$ cat config.mk
export PLATFORM = sky130hd
export DESIGN_NAME = mem_port_arbiter
export DESIGN_NICKNAME = d
export VERILOG_FILES = /design/src/rtl/mem_port_arbiter.sv
export SDC_FILE = /design/constraint.sdc
export NUM_CORES = 1
export LEC_CHECK = 0
export CAP_MARGIN = 5
export CORE_MARGIN = 3
export CORE_UTILIZATION = 37
export CTS_BUF_LIST = sky130_fd_sc_hd__clkbuf_16
export CTS_CLUSTER_DIAMETER = 100
export CTS_CLUSTER_SIZE = 14
export DETAILED_ROUTE_END_ITERATION = 7
export PLACE_DENSITY_LB_ADDON = 0.1
export REMOVE_ABC_BUFFERS = 1
export SYNTH_ARGS = -nofsm -noshare
export SYNTH_HDL_FRONTEND = slang
export SYNTH_SLANG_ARGS = --single-unit
export TNS_END_PERCENT = 100
$ cat constraint.sdc
create_clock -name clk -period 5.1 [get_ports clk]
set_input_delay 0.51 -clock clk [delete_from_list [all_inputs] [get_ports clk]]
set_output_delay 0.51 -clock clk [all_outputs]
set_load 0.005 [all_outputs]
$ cat src/rtl/mem_port_arbiter.sv
// mem_port_arbiter: shares one memory port between instruction fetch and data memory.
// One transaction is in flight at a time, and each response goes back to the requester that issued it.
// Data has priority, but a starvation counter makes sure fetch still gets through.
// A fetch can be killed, which discards its response.
module mem_port_arbiter #(
  parameter int unsigned ADDR_W       = 32,
  parameter int unsigned DATA_W       = 32,
  parameter int unsigned STARVE_LIMIT = 4
) (
  input  logic                clk,
  input  logic                rst,
  input  logic                if_req,
  input  logic [ADDR_W-1:0]   if_addr,
  input  logic                if_kill,
  output logic                if_gnt,
  output logic                if_rvalid,
  output logic [DATA_W-1:0]   if_rdata,
  input  logic                dm_req,
  input  logic                dm_we,
  input  logic [ADDR_W-1:0]   dm_addr,
  input  logic [DATA_W-1:0]   dm_wdata,
  input  logic [DATA_W/8-1:0] dm_be,
  output logic                dm_gnt,
  output logic                dm_rvalid,
  output logic [DATA_W-1:0]   dm_rdata,
  output logic                mem_req,
  output logic                mem_we,
  output logic [ADDR_W-1:0]   mem_addr,
  output logic [DATA_W-1:0]   mem_wdata,
  output logic [DATA_W/8-1:0] mem_be,
  input  logic                mem_ready,
  input  logic                mem_rvalid,
  input  logic [DATA_W-1:0]   mem_rdata
);

  localparam int unsigned BE_W       = DATA_W / 8;
  localparam logic [3:0]  STARVE_MAX = 4'(STARVE_LIMIT);

  typedef enum logic [1:0] {
    S_IDLE = 2'd0,
    S_REQ  = 2'd1,
    S_WAIT = 2'd2
  } state_t;

  state_t              r_state;
  state_t              w_state_nxt;
  logic                r_owner_dm;   // 1: the data stage owns the in-flight access
  logic                r_kill;
  logic [3:0]          r_starve_cnt;
  logic                r_mem_req;
  logic                r_mem_we;
  logic [ADDR_W-1:0]   r_mem_addr;
  logic [DATA_W-1:0]   r_mem_wdata;
  logic [BE_W-1:0]     r_mem_be;
  logic                w_dm_win;
  logic                w_if_win;
  logic                w_accept;
  logic                w_done;

  // State register
  always_ff @(posedge clk or posedge rst) begin
    if (rst) begin
      r_state <= S_IDLE;
    end else begin
      r_state <= w_state_nxt;
    end
  end

  // Arbitration, next state, and the gnt/rvalid strobes (combinational on mem_ready/mem_rvalid)
  always_comb begin
    w_state_nxt = r_state;
    w_dm_win    = 1'b0;
    w_if_win    = 1'b0;
    w_accept    = 1'b0;
    w_done      = 1'b0;
    if_gnt      = 1'b0;
    dm_gnt      = 1'b0;
    if_rvalid   = 1'b0;
    dm_rvalid   = 1'b0;
    case (r_state)
      S_IDLE: begin
        w_dm_win = dm_req && (!if_req || (r_starve_cnt < STARVE_MAX));
        w_if_win = if_req && !w_dm_win;
        if (w_dm_win || w_if_win) begin
          w_state_nxt = S_REQ;
        end
      end
      S_REQ: begin
        if (mem_ready) begin
          w_accept    = 1'b1;
          if_gnt      = !r_owner_dm;
          dm_gnt      = r_owner_dm;
          w_state_nxt = S_WAIT;
        end
      end
      S_WAIT: begin
        if (mem_rvalid) begin
          w_done      = 1'b1;
          dm_rvalid   = r_owner_dm;
          // A kill arriving alongside the response still discards it
          if_rvalid   = !r_owner_dm && !r_kill && !if_kill;
          w_state_nxt = S_IDLE;
        end
      end
      default: begin
        w_state_nxt = S_IDLE;
      end
    endcase
  end

  // Latch the winner's access into the memory port and hold it until it is accepted
  always_ff @(posedge clk or posedge rst) begin
    if (rst) begin
      r_mem_req   <= 1'b0;
      r_mem_we    <= 1'b0;
      r_mem_addr  <= '0;
      r_mem_wdata <= '0;
      r_mem_be    <= '0;
      r_owner_dm  <= 1'b0;
    end else if (w_dm_win) begin
      r_mem_req   <= 1'b1;
      r_mem_we    <= dm_we;
      r_mem_addr  <= dm_addr;
      r_mem_wdata <= dm_wdata;
      r_mem_be    <= dm_be;
      r_owner_dm  <= 1'b1;
    end else if (w_if_win) begin
      r_mem_req   <= 1'b1;
      r_mem_we    <= 1'b0;
      r_mem_addr  <= if_addr;
      r_mem_wdata <= '0;
      r_mem_be    <= '1;
      r_owner_dm  <= 1'b0;
    end else if (w_accept) begin
      r_mem_req   <= 1'b0;
    end
  end

  // Kill flag: remembers that the in-flight fetch response must be dropped
  always_ff @(posedge clk or posedge rst) begin
    if (rst) begin
      r_kill <= 1'b0;
    end else if (w_done) begin
      r_kill <= 1'b0;
    end else if (if_kill && !r_owner_dm && (r_state != S_IDLE)) begin
      r_kill <= 1'b1;
    end
  end

  // Starvation counter: consecutive data wins while a fetch is waiting
  always_ff @(posedge clk or posedge rst) begin
    if (rst) begin
      r_starve_cnt <= 4'd0;
    end else if (r_state == S_IDLE) begin
      if (!if_req || w_if_win) begin
        r_starve_cnt <= 4'd0;
      end else if (w_dm_win && (r_starve_cnt < STARVE_MAX)) begin
        r_starve_cnt <= r_starve_cnt + 4'd1;
      end
    end
  end

  assign mem_req   = r_mem_req;
  assign mem_we    = r_mem_we;
  assign mem_addr  = r_mem_addr;
  assign mem_wdata = r_mem_wdata;
  assign mem_be    = r_mem_be;
  assign if_rdata  = mem_rdata;
  assign dm_rdata  = mem_rdata;

endmodule

; After elaboration in Yosys (flattened, before gate mapping)
; Cells that the tools add are included.
[op_classes]
addsub = 1
n_lt_le_gt_ge = 1
n_eq_ne = 5
n_mux = 34
n_reduce_logical = 23
[ops]
columns = operator, count
row1 = $mux 32, 4
row2 = $mux 1, 22
row3 = $mux 4, 4
row4 = $reduce_bool 2->1, 4
row5 = $logic_and 1x1->1, 7
row6 = $mux 2, 3
row7 = $ne 2x2->1 const B, 3
row8 = $pmux 2 s3, 1
row9 = $logic_not 1->1, 5
row10 = $add 4x1->4 const B, 1
row11 = $lt 4x3->1 const B, 1
row12 = $logic_or 1x1->1, 3
row13 = $reduce_and 3->1, 1
row14 = $reduce_bool 3->1, 1
row15 = $eq 2x1->1 const B, 1
row16 = $eq 2x2->1 const B, 1
row17 = $logic_not 2->1, 1
row18 = $reduce_and 2->1, 1
[totals]
register_bits = 78
in_bits = 140
out_inout_bits = 138
wordCells = 73

; Logic depth before layout (Yosys ltp)
; Gate-level depths: netlist of the first run.
[depth]
word_depth = 9
mapped_depth = 6
ltp_nobuf = 3

; Worst setup path before layout of the first run
; No wires, ideal clock.
[synth_path]
path_kind = input-to-output
from = input port if_kill
to = output port if_rvalid
t_arrival_ns = 0.974
required_ns = 4.590
path_slack_ns = 3.616
stages = 2
n_path_buf = 0
path_cell_list = or3_1 > nor3_1
[synth_via]
elab_chain_len = 4
[synth_lines]
columns = element, line_no
row1 = start: declaration, 14  ; input logic if_kill,
row2 = $logic_not 1->1, 101  ; if_rvalid = !r_owner_dm && !r_kill && !if_kill;
row3 = $logic_and 1x1->1, 101
row4 = $mux 1, 97  ; if (mem_rvalid) begin
row5 = $mux 1, 80  ; case (r_state)
row6 = end: declaration, 16  ; output logic if_rvalid,
; No other way between the ends.

; Worst setup path after layout of the first run
; Same ends and word-level chain as after synthesis.

==> impl_metrics.ini, run 1 <==
[timing]
worst_pin_slew_ps = 966
relSlewSlack = 0.356
timing.final.ws_setup_ps = 2690
setup_tns_ps = 0
finalCritPeriodShare = 0.473
finalHoldViolCount = 0
grt_setup_unrepaired = no
fin_crit_ps = 2410
fmax_mhz = 415
setup_viol = 0
slew_viol_final = 0
fin_skew_ps = 8.63

[power_and_ir_drop]
p_sw_frac = 0.303
vdd_ir_drop_max_uv = 240
p_leak_nw = 2.69
p_comb_frac = 0.416
p_sw_mw = 0.893
p_seq_frac = 0.357
power_density_mw_per_mm2 = 537
p_int_mw = 2.05
p_clk_frac = 0.227

[global_route]
track_usage = 0.238
grt_max_degree = 79
grt_pass1_vias = 3238
antenna_found_initial = 0
grt_pass1_wl_um = 20000
grt_overflow = 0

[critical_path]
arrival_ps = 1900
startpoint_type = input pin
ff2ff_path_depth = 4
r2r_slack_ps = 2820
required_ps = 4590
timing.rr.end = mem_addr[29]
end_kind = output port
reg2reg_from = r_state[1]
cp_max_fo = 2
crit_start = if_kill
critical_path_class = input pin to output port

[finish]
finalNonFillerCells = 611
layout.nets = 614
area_delta_synth_final_pct = 45.8
layout_common_cells = clkdlybuf4s50_1, inv_1, dfrtp_1
final_cell_area_sq_mm = 0.00549
antenna_cells = 0
drive_above_1_share = 0.0481
nFillCells = 911
final_common_cell = clkdlybuf4s50_1

[detailed_routing]
vias_per_cell = 4.95
vias = 3025
drcViolationCount = 0
drtPass1Iterations = 7
wl_per_cell_um = 22.1
first_iter_violations = 233
ant_nets = 0
postRouteWirelength_um = 13500

[synthesis]
synth_mux_area_frac = 0
synth_warnings = 0
synth_top_family_by_area = buffers and inverters
synth_xor_xnor_area_share = 0
synth_seq_cells = 78
synth-simple-area-share = 0.0223
postSynthAreaPerCell_sq_um = 10.5
synthesis.area_sq_mm = 0.00376
synth-adder-area-share = 0.00332
synth_compound_area_frac = 0.193
ys_seq_area_frac = 0.518
syn_inst = 360
yosysUniqueCellTypes = 28

[floorplanning]
initial_utilization = 0.383
io-pin-count = 278
dieArea_sq_mm = 0.0114
die_x_um = 107
die_h_um = 107
coreArea_sq_mm = 0.00982
num_rows = 36

[clock_network]
cts_hold_buf = 0
cts_max_level = 3
post_cts_resized = 0
cts_made_buffers = 9
cts_setup_buffers = 0
cts_buffer_depth = 2
clkLatencyLatePin_ps = 330
cts_tree = built
cts_sinks = 78
cts_root_buf = clkbuf_16
clk_pin_slew_ps = 50

[placed_design]
place_area_sq_mm = 0.00518
dp_slack_ps = 2400
place.port_buffers = 181
dpl.cell_count = 595
place_congestion = 0.829
dp_hpwl_um = 10500

[outcome]
status = finished clean

[run]
cap_violations = 0

[worst_hold_path]
whs_path_depth = 2
min_to = mem_req
hp-class = flip-flop to flip-flop
hold_start = mem_req
-- critical path, stage by stage --
cell and delay [ps]:
clkdlybuf4s50_1 410, or3_1 310, nor3_1 140, clkdlybuf4s50_1 520
-- power by group through the flow --
stage | Combinational [mW] | Sequential (mW) | Clock, mW
floorplan | 0.473 | 1.06 | 0
global placement | 1.22 | 1.05 | 0
detailed placement | 1.24 | 1.05 | 0
CTS | 1.25 | 1.05 | 0.687
global route | 1.34 | 1.09 | 0.709
finish | 1.23 | 1.05 | 0.671
-- worst max path at each step --
stage                   to  slack [ps]  depth (start not counted)
2_1_floorplan  mem_addr[0]        1880                          2
3_3_place_gp   mem_addr[4]        2440                          4
3_5_place_dp   mem_addr[4]        2400                          4
4_1_cts          if_rvalid        2690                          4
5_1_grt        mem_addr[4]        2570                          4
6_report         if_rvalid        2690                          4
-- final cells by class --
class	instances	area (sq um)	area share
Inverter	101	380	0.0693
Clock inverter	7	88.8	0.0162
Clock buffer	9	225	0.0410
Sequential cell	78	1950	0.356
Timing Repair Buffer	185	1840	0.335
Tap cell	133	166	0.0303
Multi-Input combinational cell	98	836	0.152
-- flip-flops by register name (all words and copies together) (netlist names) --
signal / cells
r_state: 2
r_kill: 1
mem_wdata: 32
r_starve_cnt: 4
mem_be: 4
mem_req: 1
r_owner_dm: 1
mem_addr: 32
mem_we: 1
-- logic make-up after synthesis --
group / count (synthesis)
buffers and inverters: 184
AO/OA/AOI/OAI: 80
adder cells (fa/ha/maj): 1
AND/OR/NAND/NOR: 17
flip-flops: 78
-- per-stage QoR --
step                utilization  hold slack, ps  total power, mW
floorplan                     -             470             1.53
global placement          0.527             466             2.27
detailed placement        0.527             478             2.29
CTS                       0.559             504             2.98
global route              0.559             516             3.14
finish                    0.559             492             2.95
-- synth_stat cells --
cell,n,share of area
o31ai_1,1,0.0020
a32o_1,2,0.0053
or3_1,1,0.0017
nand3b_1,1,0.0020
and2_1,1,0.0017
nand3_1,1,0.0013
dfrtp_1,78,0.52
and3_1,1,0.0017
buf_4,64,0.13
a222oi_1,32,0.085
o311a_1,1,0.0027
a31oi_1,2,0.0033
nor2b_1,1,0.0017
buf_6,7,0.021
nor3_1,2,0.0027
inv_1,101,0.10
buf_2,5,0.0066
nor2_1,5,0.0050
buf_1,1,0.0010
ha_1,1,0.0033
a22o_1,34,0.079
clkbuf_1,6,0.0060
or2_2,1,0.0017
o21ai_2,1,0.0023
o21ai_0,2,0.0027
o21ai_1,1,0.0013
o22a_1,4,0.0093
nand2_1,3,0.0030
-- metal layers --
layer / GRT usage / vias to the layer above / wire length, um
met5: 0.0667 / - / 95
met4: 0.0511 / 2 / 125
met3: 0.188 / 13 / 2400
met2: 0.358 / 215 / 6100
met1: 0.261 / 1429 / 4810
li1: - / 1366 / -
Note: power is estimated with default switching activity, not from simulation.
==> run 2: changes to the inputs <==
Settings changed: CORE_ASPECT_RATIO from default to 1.5, CORE_UTILIZATION 37 to 31.
Clock period 5.1 ns to 2.1 ns, I/O delays scaled along.
==> impl_metrics.ini, run 2 (synthesized netlist as in run 1, its figures left out) <==
[critical_path]
ff2ff_path_depth = 4
reg2reg_from = r_state[1]
arrival_ps = 1730
r2r_slack_ps = 440
timing.rr.end = mem_addr[24]
end_kind = output port
critical_path_class = flip-flop to output port
cp_max_fo = 2
required_ps = 1890
startpoint_type = flip-flop

[worst_hold_path]
hp-class = input pin to async pin

[power_and_ir_drop]
vdd_ir_drop_max_uv = 685
p_leak_nw = 2.71
power_density_mw_per_mm2 = 1280

[finish]
layout.nets = 619
finalNonFillerCells = 632
layout_common_cells = clkdlybuf4s50_1, inv_1, dfrtp_1
regArea_sq_mm = 0.00195
antenna_cells = 0
area_delta_synth_final_pct = 47.5
nFillCells = 1137
postLayoutCoreUtil = 0.474
final_common_cell = clkdlybuf4s50_1
multi_input_area_sq_um = 836
drive_above_1_share = 0.0560

[clock_network]
clkLatencyLatePin_ps = 330
cts_hold_buf = 0
cts_sinks = 78
cts_max_level = 3
post_cts_resized = 0
cts_tree = built
cts_buffer_depth = 2
cts_made_buffers = 9
cts_root_buf = clkbuf_16
clk_pin_slew_ps = 60
cts_setup_buffers = 0

[timing]
fin_crit_ps = 1940
grt_setup_unrepaired = no
worst_pin_slew_ps = 474
finalHoldViolCount = 0
setup_viol = 0
relSlewSlack = 0.684
slew_viol_final = 0
whs_ps = 209
fmax_mhz = 515
finalCritPeriodShare = 0.925
setup_tns_ps = 0
fin_skew_ps = 7.32

[detailed_routing]
drtPass1Iterations = 5
postRouteWirelength_um = 13500
vias = 3008
drcViolationCount = 0
vias_per_cell = 4.76
wl_per_cell_um = 21.3
first_iter_violations = 232
ant_nets = 0

[global_route]
track_usage = 0.194
grt_max_degree = 50
grt_pass1_vias = 3091
antenna_found_initial = 0
grt_pass1_wl_um = 18900
grt_overflow = 0

[placed_design]
place.port_buffers = 181
dp_hpwl_um = 10500
dpl.cell_count = 617
place_congestion = 0.784

[floorplanning]
coreArea_sq_mm = 0.0117
dieArea_sq_mm = 0.0135
die_h_um = 141
io-pin-count = 278
initial_utilization = 0.321
die_x_um = 96.0
num_rows = 48

[run]
cap_violations = 0

[outcome]
status = finished clean
-- run 2: worst max path at each step --
stage,depth (start not counted),to,from,slack (ps)
global placement,4,if_rvalid,if_kill,300
floorplan,2,mem_addr[0],if_req,-820
finish,3,if_rvalid,r_kill,160
detailed placement,5,mem_addr[18],dm_req,290
global route,3,if_rvalid,r_owner_dm,70
CTS,3,if_rvalid,r_kill,160
-- run 2: final cells by class --
| class | count | share of cell area |
|---|---|---|
| clock buffers | 9 | 0.0406 |
| inverters | 101 | 0.0685 |
| flip-flops and latches | 78 | 0.352 |
| well taps | 150 | 0.0338 |
| clock inverters | 6 | 0.00991 |
| repair buffers | 190 | 0.345 |
| multi-input cells | 98 | 0.151 |
-- run 2: per-layer routing --
metal / vias up / share of wire / GRT usage
li1: 1376 / - / -
met1: 1426 / 0.37 / 0.223
met2: 194 / 0.48 / 0.301
met3: 10 / 0.13 / 0.112
met4: 2 / 0.0071 / 0.0562
met5: - / 0.0059 / 0.0476
-- run 2: metrics by stage --
stage	instance area [sq um]	setup slack [ps]	total power [mW]
2_1_floorplan	3150	-821	3.72
4_1_cts	5550	160	7.21
6_report	5550	158	7.10
5_1_grt	5550	73.8	7.58
3_5_place_dp	5270	294	5.67
3_3_place_gp	5270	295	5.64
-- run 2: worst max-delay path, stage by stage, from the launching register on --
cell and delay (ps):
dfrtp_1 370, or3_1 370, nor3_1 140, clkdlybuf4s50_1 530
-- run 2: power breakdown --
part / internal [mW] / switching, mW / total [mW]
Clock: 0.900 / 0.581 / 1.48
Combinational: 1.86 / 1.23 / 3.09
Sequential: 2.17 / 0.367 / 2.53
Total: 4.93 / 2.17 / 7.10
==> run 3: changes to the inputs <==
Settings changed: CORE_UTILIZATION 31 to 35.
Clock period 2.1 ns to 2.2 ns, I/O delays scaled along.
==> impl_metrics.ini, run 3 (synthesized netlist as in run 1, its figures left out) <==
[critical_path]
r2r_slack_ps = 590
crit_start = r_kill
arrival_ps = 1720
timing.rr.end = mem_addr[9]
startpoint_type = flip-flop
reg2reg_from = r_state[1]
required_ps = 1980
ff2ff_path_depth = 4
cp_max_fo = 2
end_kind = output port
critical_path_class = flip-flop to output port

[floorplanning]
die_x_um = 90.7
initial_utilization = 0.365
coreArea_sq_mm = 0.0103
num_rows = 45
die_h_um = 133
dieArea_sq_mm = 0.0121
io-pin-count = 278

[finish]
antenna_cells = 0
layout.nets = 618
final_common_cell = clkdlybuf4s50_1
finalNonFillerCells = 623
area_delta_synth_final_pct = 47.4
drive_above_1_share = 0.0539
layout_common_cells = clkdlybuf4s50_1, inv_1, dfrtp_1
postLayoutCoreUtil = 0.538

[power_and_ir_drop]
p_sw_mw = 2.06
p_leak_nw = 2.71
p_clk_frac = 0.223
p_comb_frac = 0.423
power_density_mw_per_mm2 = 1240
vdd_ir_drop_max_uv = 528
p_seq_frac = 0.354
p_int_mw = 4.81
p_sw_frac = 0.300

[detailed_routing]
vias = 3069
first_iter_violations = 269
drtPass1Iterations = 6
drcViolationCount = 0
wl_per_cell_um = 21.3
postRouteWirelength_um = 13300
ant_nets = 0
vias_per_cell = 4.93

[global_route]
antenna_found_initial = 0
grt_pass1_wl_um = 19700
grt_max_degree = 79
track_usage = 0.219
grt_overflow = 0
grt_pass1_vias = 3220

[timing]
whs_ps = 301
finalHoldViolCount = 0
grt_setup_unrepaired = no
fin_skew_ps = 7.54
finalCritPeriodShare = 0.882
worst_pin_slew_ps = 409
setup_tns_ps = 0
slew_viol_final = 0
fmax_mhz = 516
timing.final.ws_setup_ps = 260
fin_crit_ps = 1940
relSlewSlack = 0.727
setup_viol = 0

[run]
cap_violations = 0

[placed_design]
place.port_buffers = 181
dp_slack_ps = 263
dpl.cell_count = 607
place_congestion = 0.868
dp_hpwl_um = 10400

[clock_network]
cts_max_level = 3
cts_hold_buf = 0
cts_made_buffers = 9
post_cts_resized = 0
clkLatencyLatePin_ps = 330
cts_buffer_depth = 2
clk_pin_slew_ps = 60
cts_sinks = 78
cts_root_buf = clkbuf_16
cts_tree = built
cts_setup_buffers = 0

[worst_hold_path]
hp-class = input pin to async pin

[outcome]
status = finished clean
run 3: worst max path at each step:
| stage | to | slack (ps) |
|---|---|---|
| 2_1_floorplan | mem_addr[0] | -730 |
| 3_3_place_gp | mem_addr[21] | 320 |
| 3_5_place_dp | mem_addr[26] | 260 |
| 4_1_cts | if_rvalid | 250 |
| 5_1_grt | if_rvalid | 210 |
| 6_report | if_rvalid | 260 |
run 3: power by group through the flow:
stage          sequential, mW  combinational [mW]  clock, mW
2_1_floorplan            2.46                1.10          0
3_3_place_gp             2.44                2.92          0
3_5_place_dp             2.43                2.96          0
4_1_cts                  2.43                2.96       1.57
5_1_grt                  2.52                3.18       1.62
6_report                 2.43                2.91       1.53
run 3: stage by stage:
stage	cell area, sq um	power (mW)
after detailed placement	5240	5.39
final	5550	6.87
after CTS	5550	6.96
after global routing	5550	7.32
after global placement	5240	5.36
after floorplan	3150	3.55
run 3: area by class of cell:
cell class,instances,area (sq um)
clock buffers,9,225
multi-input cells,98,836
repair buffers,189,1900
fillers,941,4760
well taps,141,176
inverters,101,380
clock inverters,7,81.3
flip-flops and latches,78,1950
run 3: routing by layer:
metal | wire length (um) | share of wire | track usage
met1 | 4370 | 0.33 | 0.212
met2 | 6390 | 0.48 | 0.359
met3 | 2300 | 0.17 | 0.162
met4 | 209 | 0.016 | 0.0656
met5 | 0 | 0 | 0.0458
run 3: critical path, cell delays in order, from the launching register on:
cell and delay (ps):
dfrtp_1 380, or3_1 360, nor3_1 140, clkdlybuf4s50_1 520
==> RTL change, RTL diff (flow settings as in run 3) <==
The parameter `DATA_W` goes from 32 to 36.
--- a/src/rtl/mem_port_arbiter.sv
+++ b/src/rtl/mem_port_arbiter.sv
@@ -6,3 +6,3 @@
   parameter int unsigned ADDR_W       = 32,
-  parameter int unsigned DATA_W       = 32,
+  parameter int unsigned DATA_W       = 36,
   parameter int unsigned STARVE_LIMIT = 4
Ports: changed (5 resized); port bits go from 278 to 298. The function was not compared with the original's and may differ.
==> RTL change against run 3 <==
- sequential cell count up 4
- first-iteration DRC count down 14%
- final cell count up 3.0%
- die area up 4.2%
- wire length up 17%
- synthesized area up 4.5%
- setup slack worse by 0.0093 ns
- cell area up 4.1%
- total power up 5.7%
- largest power group unchanged
==> RTL change: results <==
group,metric,value,unit
timing,finalClockSkew,0.00479,ns
logic_synthesis,synth-compound-area-share,19.3,%
critical_path,r2r-end,"mem_addr[6]",
power,p_leak,2.82,nW
placed_design,gp_congestion,0.794,
critical_path,crit_path_start,"r_owner_dm",
logic_synthesis,yosysUniqueCellTypes,26,
power,ir_drop,0.535,mV
drt,vias,3162,
cells_and_area,drive_gt1_share,5.42,%
logic_synthesis,ys_seq_area_share,52.2,%
global_route,grt_max_degree,83,
run_status,status,"completed",
logic_synthesis,synthTopCellsByArea,"dfrtp_1 52%, buf_4 14%, inv_1 9.6%",
drt,drt_iter0_markers,230,
global_route,grt_pass1_vias,3291,
critical_path,path_max_fanout,3,
timing,tightest_slew,0.478,ns
cells_and_area,nNetsFinal,642,
cells_and_area,num-fill-cells,957,
drt,drt_pass1_iterations,8,
placed_design,dp.cells,626,
timing,max_freq,513,MHz
logic_synthesis,synth_top_cells_by_count,"101 x inv_1, 82 x dfrtp_1, 72 x buf_4, 38 x a22o_1, 32 x a222oi_1",
placed_design,io_buffers,189,
critical_path,r2r_slack,0.43,ns
RTL change: cells by family after synthesis:
logic type / Yosys count
compound gates: 84
buf+inv: 192
fa+ha+maj: 1
simple gates: 17
flops: 82
RTL change: area by class of cell:
type                       count  area (µm²)  area share [%]
multi-input combinational    102         867            15.0
clock inverter                 7         109            1.88
timing repair buffer         197        1960            34.0
clock buffer                   9         225            3.90
sequential                    82        2050            35.5
inverter                     101         380            6.58
tap                          144         180            3.12
RTL change: worst min-delay path by stage:
stage | from | end | slack [ns] | depth (start not counted)
2_1_floorplan | mem_ready | r_state[0] | 0.31 | 1
5_1_grt | rst | mem_addr[5] | 0.34 | 3
6_report | rst | mem_addr[25] | 0.29 | 3
3_3_place_gp | mem_rdata[7] | if_rdata[7] | 0.44 | 0
4_1_cts | rst | mem_addr[26] | 0.34 | 3
3_5_place_dp | mem_rdata[7] | if_rdata[7] | 0.44 | 0
RTL change: critical path, cell delays in order (launching register included):
cell and delay [ns]:
dfrtp_1 0.40, or3_1 0.34, nor3_1 0.14, clkdlybuf4s50_1 0.52
RTL change: through the flow:
step	TNS (ns)	power, mW
finish	0	7.26
global route	0	7.72
CTS	0	7.35
detailed placement	0	5.62
global placement	0	5.56
floorplan	-64.87	3.73
RTL change: report_power, final:
part,leakage (nW),switching (mW),internal [mW]
sequential,0.977,0.365,2.17
combinational,1.67,1.22,1.82
clock,0.170,0.590,1.10
RTL change: metal layers:
layer | global-route usage, % | wire [µm]
met4 | 15.9 | 942
met5 | 3.33 | 42
met3 | 18.5 | 2760
met2 | 39.1 | 7340
met1 | 21.6 | 4400
